--- config.mk ---
export PLATFORM = sky130hd
export DESIGN_NAME = peridot_board_i2c_phy
export DESIGN_NICKNAME = d
export VERILOG_FILES = /design/src/rtl/peridot_board_i2c_defs.sv /design/src/rtl/peridot_board_i2c_filter.sv /design/src/rtl/peridot_board_i2c_phy.sv
export SDC_FILE = /design/constraint.sdc
export NUM_CORES = 1
export LEC_CHECK = 0
export ABC_AREA = 1
export CORE_MARGIN = 4
export CORE_UTILIZATION = 39
export CTS_CLUSTER_SIZE = 10
export DETAILED_ROUTE_END_ITERATION = 6
export GPL_ROUTABILITY_DRIVEN = 1
export MAX_ROUTING_LAYER = met4
export PLACE_DENSITY_LB_ADDON = 0.05
export SYNTH_ARGS = -nofsm -noshare
export SYNTH_HDL_FRONTEND = slang
export SYNTH_SLANG_ARGS = --single-unit
--- constraint.sdc ---
create_clock -name clock_sig -period 2.5 [get_ports clock_sig]
set_clock_uncertainty 0.2 [all_clocks]
set_input_delay 0.25 -clock clock_sig [delete_from_list [all_inputs] [get_ports clock_sig]]
set_output_delay 0.25 -clock clock_sig [all_outputs]
set_load 0.01 [all_outputs]
--- src/rtl/peridot_board_i2c_defs.sv ---
// Shared I2C PHY definitions: FSM encodings, frame bit limits, filtered-line record.
package peridot_board_i2c_defs;

  typedef enum logic [1:0] {
    ST_IDLE = 2'd0,
    ST_DATA = 2'd1,
    ST_ACK  = 2'd2
  } i2c_state_e;

  // Counter value on entering the ACK slot, and the full frame length.
  localparam logic [3:0] BYTE_BITS  = 4'd8;
  localparam logic [3:0] FRAME_BITS = 4'd9;

  localparam int NUM_LINES = 2;
  localparam int LN_SDA    = 0;
  localparam int LN_SCL    = 1;

  // Filtered level plus one-cycle edge flags, coincident with the new level.
  typedef struct packed {
    logic lvl;
    logic rise;
    logic fall;
  } line_t;

endpackage

--- src/rtl/peridot_board_i2c_filter.sv ---
// Bus line conditioner: SYNC_STAGES-deep synchroniser followed by a stability
// filter that accepts a new level only after FILTER_LEN consecutive samples.
module peridot_board_i2c_filter
  import peridot_board_i2c_defs::*;
#(
  parameter int SYNC_STAGES = 2,
  parameter int FILTER_LEN  = 3
) (
  input  logic  clock_sig,
  input  logic  reset_sig,
  input  logic  raw,
  output line_t line
);

  localparam int CW = $clog2(FILTER_LEN) + 1;

  logic [SYNC_STAGES-1:0] sync_q;
  logic [CW-1:0]          cnt_q;
  logic                   sample;

  assign sample = sync_q[SYNC_STAGES-1];

  always_ff @(posedge clock_sig or posedge reset_sig) begin
    if (reset_sig) begin
      sync_q <= '1;
      cnt_q  <= '0;
      line   <= '{lvl: 1'b1, rise: 1'b0, fall: 1'b0};
    end else begin
      sync_q    <= SYNC_STAGES'({sync_q, raw});
      line.rise <= 1'b0;
      line.fall <= 1'b0;
      // cnt_q counts consecutive samples disagreeing with the accepted level
      if (sample == line.lvl) begin
        cnt_q <= '0;
      end else if (cnt_q == CW'(FILTER_LEN - 1)) begin
        cnt_q <= '0;
        line  <= '{lvl: sample, rise: sample, fall: ~sample};
      end else begin
        cnt_q <= cnt_q + CW'(1);
      end
    end
  end

endmodule

--- src/rtl/peridot_board_i2c_phy.sv ---
// I2C slave-side bit PHY: START/STOP detection, byte shift in/out, ACK slot
// handling with optional SCL stretching. All decisions use filtered levels.
module peridot_board_i2c_phy
  import peridot_board_i2c_defs::*;
#(
  parameter int SYNC_STAGES = 2,
  parameter int FILTER_LEN  = 3
) (
  input  logic       clock_sig,
  input  logic       reset_sig,
  input  logic       i2c_scl_i,
  input  logic       i2c_sda_i,
  output logic       i2c_scl_o,
  output logic       i2c_sda_o,
  output logic       condi_start,
  output logic       condi_stop,
  output logic       done_byte,
  output logic [7:0] recieve_bytedata,
  input  logic       ackwaitrequest,
  output logic       done_ack,
  input  logic       send_ackdata,
  output logic       recieve_ackdata,
  input  logic [7:0] send_bytedata,
  input  logic       send_bytedatavalid
);

  logic [NUM_LINES-1:0] raw_lines;
  line_t [NUM_LINES-1:0] lines;
  line_t scl, sda;

  assign raw_lines[LN_SCL] = i2c_scl_i;
  assign raw_lines[LN_SDA] = i2c_sda_i;

  for (genvar g = 0; g < NUM_LINES; g++) begin : g_filt
    peridot_board_i2c_filter #(
      .SYNC_STAGES(SYNC_STAGES),
      .FILTER_LEN (FILTER_LEN)
    ) u_filt (
      .clock_sig(clock_sig),
      .reset_sig(reset_sig),
      .raw      (raw_lines[g]),
      .line     (lines[g])
    );
  end

  assign scl = lines[LN_SCL];
  assign sda = lines[LN_SDA];

  i2c_state_e state_q, state_d;
  logic [3:0] bit_cnt_q, cnt_inc;
  logic [7:0] rx_sh_q, tx_sh_q;
  logic       armed_q, tx_q, hold_en_q;
  logic       start_det, stop_det, counted_fall, byte_end, frame_end;

  assign start_det    = sda.fall & scl.lvl;
  assign stop_det     = sda.rise & scl.lvl;
  // The SCL fall that ends the START hold is not a bit boundary.
  assign counted_fall = scl.fall & armed_q;
  assign cnt_inc      = bit_cnt_q + 4'd1;

  always_ff @(posedge clock_sig or posedge reset_sig) begin
    if (reset_sig) state_q <= ST_IDLE;
    else           state_q <= state_d;
  end

  always_comb begin
    state_d   = state_q;
    byte_end  = 1'b0;
    frame_end = 1'b0;
    i2c_sda_o = 1'b1;
    i2c_scl_o = 1'b1;
    unique case (state_q)
      ST_IDLE: ;
      ST_DATA: if (counted_fall && cnt_inc == BYTE_BITS) begin
        state_d  = ST_ACK;
        byte_end = 1'b1;
      end
      ST_ACK: if (counted_fall && cnt_inc == FRAME_BITS) begin
        state_d   = ST_DATA;
        frame_end = 1'b1;
      end
      default: state_d = ST_IDLE;
    endcase
    if (start_det || stop_det) begin
      state_d   = start_det ? ST_DATA : ST_IDLE;
      byte_end  = 1'b0;
      frame_end = 1'b0;
    end else begin
      if (state_q == ST_ACK && !tx_q)      i2c_sda_o = ~send_ackdata;
      else if (state_q == ST_DATA && tx_q) i2c_sda_o = tx_sh_q[7];
      // Stretch only in the low phase before the 9th rise.
      if (state_q == ST_ACK && hold_en_q && !done_byte && ackwaitrequest && !scl.lvl)
        i2c_scl_o = 1'b0;
    end
  end

  always_ff @(posedge clock_sig or posedge reset_sig) begin
    if (reset_sig) begin
      bit_cnt_q        <= '0;
      rx_sh_q          <= '0;
      tx_sh_q          <= '1;
      armed_q          <= 1'b0;
      tx_q             <= 1'b0;
      hold_en_q        <= 1'b0;
      condi_start      <= 1'b0;
      condi_stop       <= 1'b0;
      done_byte        <= 1'b0;
      done_ack         <= 1'b0;
      recieve_bytedata <= '0;
      recieve_ackdata  <= 1'b0;
    end else begin
      condi_start <= start_det;
      condi_stop  <= stop_det;
      done_byte   <= byte_end;
      done_ack    <= frame_end;
      if (start_det || stop_det) begin
        bit_cnt_q <= '0;
        armed_q   <= 1'b0;
        tx_q      <= 1'b0;
        hold_en_q <= 1'b0;
      end else begin
        if (scl.rise && state_q != ST_IDLE) armed_q <= 1'b1;
        if (scl.rise && state_q == ST_DATA) rx_sh_q <= {rx_sh_q[6:0], sda.lvl};
        if (scl.rise && state_q == ST_ACK) begin
          recieve_ackdata <= ~sda.lvl;
          hold_en_q       <= 1'b0;
        end
        if (byte_end) begin
          recieve_bytedata <= rx_sh_q;
          bit_cnt_q        <= cnt_inc;
          hold_en_q        <= 1'b1;
        end else if (frame_end) begin
          bit_cnt_q <= '0;
          tx_q      <= 1'b0;
          hold_en_q <= 1'b0;
        end else if (counted_fall && state_q == ST_DATA) begin
          bit_cnt_q <= cnt_inc;
          if (tx_q) tx_sh_q <= {tx_sh_q[6:0], 1'b1};
        end
        // Next-byte decision is taken while done_ack is visible to the user.
        if (done_ack) begin
          tx_q <= send_bytedatavalid;
          if (send_bytedatavalid) tx_sh_q <= send_bytedata;
        end
      end
    end
  end

endmodule

# Yosys cells after proc, flatten, opt, wreduce, memory -nomap -nowiden
# Index checks and enable logic that the tools add are counted.
op_classes:
  add_sub_neg: 3
  mul: 0
  div: 0
  magnitude_cmp: 0
  eq_ne: 12
  n_shift: 0
  mux: 44
  bitwise_logic: 10
  reduce_logical: 29
ops:
  columns: ["op", "count"]
  rows:
  - ["8-bit 2-to-1 mux", 6]
  - ["1-bit 2-to-1 mux", 22]
  - ["4-bit 2-to-1 mux", 4]
  - ["2-bit 2-to-1 mux", 7]
  - ["1-bit logical AND", 12]
  - ["3-bit 2-to-1 mux", 4]
  - ["2-bit AND reduction", 6]
  - ["4-bit == test, second input constant", 2]
  - ["4-bit nonzero test", 2]
  - ["1-bit inverter", 7]
  - ["3-bit by 1-bit adder with 3-bit output, second input constant", 2]
  - ["3-bit by 2-bit == test with 1-bit output, second input constant", 2]
  - ["3-bit inequality test, second input constant", 2]
  - ["2-bit case mux with 3 select lines", 1]
  - ["4-bit by 1-bit adder with 4-bit output, second input constant", 1]
  - ["2-bit nonzero test", 2]
  - ["1-bit AND", 3]
  - ["1-bit logical NOT", 3]
  - ["3-bit by 2-bit inequality test with 1-bit output, second input constant", 1]
  - ["3-bit AND reduction", 1]
  - ["3-bit nonzero test", 1]
  - ["1-bit == test", 2]
  - ["2-bit by 1-bit == test with 1-bit output, second input constant", 1]
  - ["2-bit == test, second input constant", 1]
  - ["other kinds (3)", 3]
word_totals:
  reg_bits: 54
  latchBits: 0
  mem_bits_rw: 0
  rom_bits: 0
  mem_count: 0

# Logic depth before layout (Yosys ltp)
logic_depth:
  word_depth: 10
  mapped_depth: 10

# Cells and area by module
# Synthesis repeated with hierarchy kept, for this count alone.
unflattened:
  cells_unflattened: 287
  area_unflattened_um2: 2522.4
by_module_without_submodules:
  columns: ["mod", "n_inst", "cells_per_inst", "area_each_um2"]
  rows:
  - ["peridot_board_i2c_phy", 1, 226, 1908.1]
  - ["peridot_board_i2c_filter (g_filt[0].u_filt)", 1, 31, 309.0]
  - ["peridot_board_i2c_filter (g_filt[1].u_filt)", 1, 30, 305.3]

# Worst setup path after synthesis
# Ideal clock, no wire load.
synth_path:
  kind: "register -> register"
  start: "register bit_cnt_q[0]"
  end: "register tx_sh_q[1]"
  setup_time_ns: 0.060
  arrival_time_ns: 1.392
  setup_slack_ns: 0.848
  stages_incl_launch_ff: 11
  path_buffers: 0
  synth_period_minus_slack_ns: 1.652
  path_cell_list: "dfrtp_1 -> ha_1 -> inv_1 -> nand2_1 -> nand2_2 -> nand3_1 -> nor2_2 -> nand3_1 -> nand3_1 -> nand2_1 -> nand2_1"
synth_between:
  elab_chain_len: 10
  elab_cells_between_ends: 15
  cone_classes: "add/sub: 1; eq/ne: 2; mux: 10; reduce/logical: 2"
synth_lines:
  columns: ["element", "line_no", "text"]
  rows:
  - ["start: declaration", "peridot_board_i2c_phy.sv:50", "logic [3:0] bit_cnt_q, cnt_inc;"]
  - ["start signal: assignment", "peridot_board_i2c_phy.sv:130", "bit_cnt_q <= cnt_inc;"]
  - ["start signal: assignment", "peridot_board_i2c_phy.sv:137", "bit_cnt_q <= cnt_inc;"]
  - ["4-bit by 1-bit adder with 4-bit output *", "peridot_board_i2c_phy.sv:59", "assign cnt_inc = bit_cnt_q + 4'd1;"]
  - ["4-bit == test", "peridot_board_i2c_phy.sv:78", "ST_ACK: if (counted_fall && cnt_inc == FRAME_BITS) begin"]
  - ["1-bit logical AND", "peridot_board_i2c_phy.sv:78", null]
  - ["1-bit 2-to-1 mux", "peridot_board_i2c_phy.sv:78", null]
  - ["1-bit 2-to-1 mux", "peridot_board_i2c_phy.sv:72", "unique case (state_q)"]
  - ["1-bit 2-to-1 mux", "peridot_board_i2c_phy.sv:84", "if (start_det || stop_det) begin"]
  - ["8-bit 2-to-1 mux", "peridot_board_i2c_phy.sv:132", "end else if (frame_end) begin"]
  - ["8-bit 2-to-1 mux *", "peridot_board_i2c_phy.sv:128", "if (byte_end) begin"]
  - ["8-bit 2-to-1 mux", "peridot_board_i2c_phy.sv:143", "if (send_bytedatavalid) tx_sh_q <= send_bytedata;"]
  - ["8-bit 2-to-1 mux *", "peridot_board_i2c_phy.sv:141", "if (done_ack) begin"]
  - ["end signal: assignment", "peridot_board_i2c_phy.sv:138", "if (tx_q) tx_sh_q <= {tx_sh_q[6:0], 1'b1};"]
  - ["end signal: assignment", "peridot_board_i2c_phy.sv:143", null]
  - ["end: declaration", "peridot_board_i2c_phy.sv:51", "logic [7:0] rx_sh_q, tx_sh_q;"]
# Mark *: on every way between the ends. The rest lies on a longest branch, timed or not.
# A chain may end at the register's enable or synchronous reset.

# Worst setup path after layout
layout_path:
  start: "register g_filt[1].u_filt.line[2] in the netlist's numbering"
  end: "output port i2c_sda_o"
layout_between:
  elab_chain_len: 3
  elab_cells_between_ends: 4
  cone_classes: "mux: 1; bitwise: 2; reduce/logical: 1"
layout_lines:
  columns: ["element", "line_no", "text"]
  rows:
  - ["start: declaration", "peridot_board_i2c_filter.sv:12", "output line_t line"]
  - ["start signal: assignment", "peridot_board_i2c_filter.sv:27", "line <= '{lvl: 1'b1, rise: 1'b0, fall: 1'b0};"]
  - ["start signal: assignment", "peridot_board_i2c_filter.sv:37", "line <= '{lvl: sample, rise: sample, fall: ~sample};"]
  - ["1-bit AND, on equally long branches", "peridot_board_i2c_phy.sv:55, peridot_board_i2c_phy.sv:56", null]
  - ["1-bit logical OR *", "peridot_board_i2c_phy.sv:84", null]
  - ["1-bit 2-to-1 mux *", "peridot_board_i2c_phy.sv:84", null]
  - ["end: declaration", "peridot_board_i2c_phy.sv:14", "output logic i2c_sda_o,"]
# Marks and branches as above.

==> out/qor.csv <==
metric,value,unit
dr.pass1.iters,4,
syn_area_per_cell,8.382,um2
place.detailed.hpwl,3808,um
cts_hold_buf,0,
power.density,694.1,nW/um2
post-cts-setup-buffers,0,
grt_overflow_total,0,
grt_max_degree,28,
hold_path_class,in2async,
leakagePower,1.463,nW
die_h,90.80,um
regArea,1369,um2
n_fill_cell,615,
drtAntennaViolNets,0,
wl_per_cell,12.34,um
fp.dieW,90.80,um
final_hold_viol_count,0,
ys_warn_count,0,
cts-buffers-inserted,5,
start_util,41.17,%
wirelength,5292,um
maxCapViolCount,0,
clockBufferDepth,2,
vdd_drop_max,0.0003382,V
fin_nets,369,
grt_pass1_wl,9694,um
num_rows,29,
drt_iter0_drc,91,
dpl_cell_area,3042,um2
final.setup.worst_slack,0.1207,ns
grt_usage,14.78,%
ys_top_cells_by_count,"85 x nand2_1, 40 x dfrtp_1, 39 x inv_1",
root_buffer,clkbuf_8,
slew_headroom,65.49,%
yosysMostFrequentCell,nand2_1,
design_area,3141,um2
setup_violations,0,
required,2.05,ns
worst_pin_slew,0.5169,ns
grt_pass1_vias,2064,
cts.repair.resized,0,
drive_gt1_share,12.78,%
startpoint_type,register,
final_util,48.35,%
multi_input_area,1094,um2
worstPathMaxFanout,9,
synth_top_area_share,37.44,%
yosys-top-cells-area,"dfrtp_1 37%, dfstp_2 14%, nand2_1 12%",
min_period_over_period,95.17,%
ys_ff_latch,54,
syn_nets,337,
via_per_inst,4.730,
setup_tns,0,ns
dp_cells,421,
place.gp.congestion,0.8165,
min_period,2.379,ns
antenna_found_initial,0,
clkTransAtPathRegs,0.10,ns
core_area,6495,um2
numPortBuffers,29,
synth_edf_count,0,
critPathArrivalTime,1.93,ns
async_flop_share,100.0,%
status,finished clean,
num_vias,2029,
area_delta_synth_final,17.45,%
netlist_area,2674,um2
fmax,420.3,MHz
h-tree-depth,2,
n_antenna_cell,0,
ys_seq_area_share,51.19,%
synthCells,319,
drc_errors,0,
crit_path_end_kind,primary output,
clk_latency,0.30,ns
tritoncts,built,
rsz0062_at_grt,false,
dp_worst_setup_slack,0.4486,ns
report.final.slew_viol_count,0,
yosysTopAreaCell,dfrtp_1,
top_level_ports,30,
dieArea,8245,um2
stdcell_count,429,
synthFlopType,dfrtp_1,
yosys.cell_types.count,29,
clock_sinks,54,
worst-setup-path-type,reg2out,
[worst paths after layout]
check                                                     startpoint                                    to  slack (ns)  depth (start not counted)
worst max-delay path            g_filt[1].u_filt.line[2]$_DFFE_PP1P_                             i2c_sda_o        0.12                          5
worst min-delay path                                       reset_sig                 hold_en_q$_DFFE_PP0P_        0.09                          2
min in group clock_sig                                     i2c_sda_i  g_filt[0].u_filt.sync_q[0]$_DFF_PP1_        0.15                          1
worst min register to register  g_filt[0].u_filt.sync_q[0]$_DFF_PP1_  g_filt[0].u_filt.sync_q[1]$_DFF_PP1_        0.16                          0
worst max register to register              bit_cnt_q[0]$_DFFE_PP0P_                tx_sh_q[5]$_DFFE_PP1P_        0.51                          9
max in group asynchronous                                  reset_sig  g_filt[1].u_filt.sync_q[1]$_DFF_PP1_        1.41                          3
[registers in the layout (all words and copies together) (netlist names)]
signal                cells
armed_q                   1
bit_cnt_q                 4
condi_start               1
condi_stop                1
done_ack                  1
done_byte                 1
g_filt.u_filt.cnt_q       6
g_filt.u_filt.line        6
g_filt.u_filt.sync_q      4
hold_en_q                 1
recieve_ackdata           1
recieve_bytedata          8
rx_sh_q                   8
state_q                   2
tx_q                      1
tx_sh_q                   8
[power breakdown]
part,internal [W],switching [W]
clock network,0.000229,0.000297
registers,0.00105,0.000106
logic,0.000205,0.000292
total,0.00149,0.000695
[layer usage]
layer,global-route usage [%],wire length [um]
met1,20.21,2693
met2,22.36,2380
met3,3.333,165
met4,3.769,53
met5,-,0
[per-stage QoR]
stage          power, W  hold WS [ns]
3_5_place_dp   0.001676        0.1495
6_report       0.002180       0.08933
5_1_grt        0.002366        0.1068
4_1_cts        0.002221        0.1059
3_3_place_gp   0.001668        0.1472
2_1_floorplan  0.001539       0.05448
[cells by family (layout without fill, tap and decap cells)]
logic type | count (synthesis) | in the layout | synth area share, %
XOR/XNOR | 2 | 2 | 0.6552
AO/OA/AOI/OAI | 43 | 43 | 8.142
flip-flops | 54 | 54 | 51.19
AND/OR/NAND/NOR | 169 | 169 | 30.70
adder cells (fa/ha/maj) | 3 | 3 | 1.404
buffers and inverters | 48 | 81 | 7.908
[layout make-up]
type | count | area share, %
timing repair buffer | 33 | 10.60
clock inverter | 2 | 0.5179
clock buffer | 6 | 2.629
inverter | 40 | 4.781
multi-input combinational | 217 | 34.82
tap | 77 | 3.068
sequential | 54 | 43.59
[worst max-delay path, stage by stage (launching register included)]
cell and delay, ns:
dfstp_2 0.58, nand2_2 0.09, nand2_4 0.17, nor2_8 0.06
a31oi_1 0.17, clkdlybuf4s50_1 0.56
[cell usage in the layout, fill, tap and decap left out, types with 3 or more instances in the layout]
| master | instances |
|---|---|
| a21oi_1 | 4 |
| buf_4 | 3 |
| clkbuf_8 | 6 |
| clkdlybuf4s50_1 | 29 |
| dfrtp_1 | 40 |
| dfstp_2 | 14 |
| ha_1 | 3 |
| inv_1 | 38 |
| nand2_1 | 85 |
| nand2_2 | 5 |
| nand2_4 | 3 |
| nand3_1 | 24 |
| nor2_1 | 34 |
| nor2_8 | 3 |
| nor3_1 | 3 |
| nor3b_1 | 3 |
| o21ai_0 | 26 |
| o21ai_1 | 11 |
(Power assumes the default switching activity.)
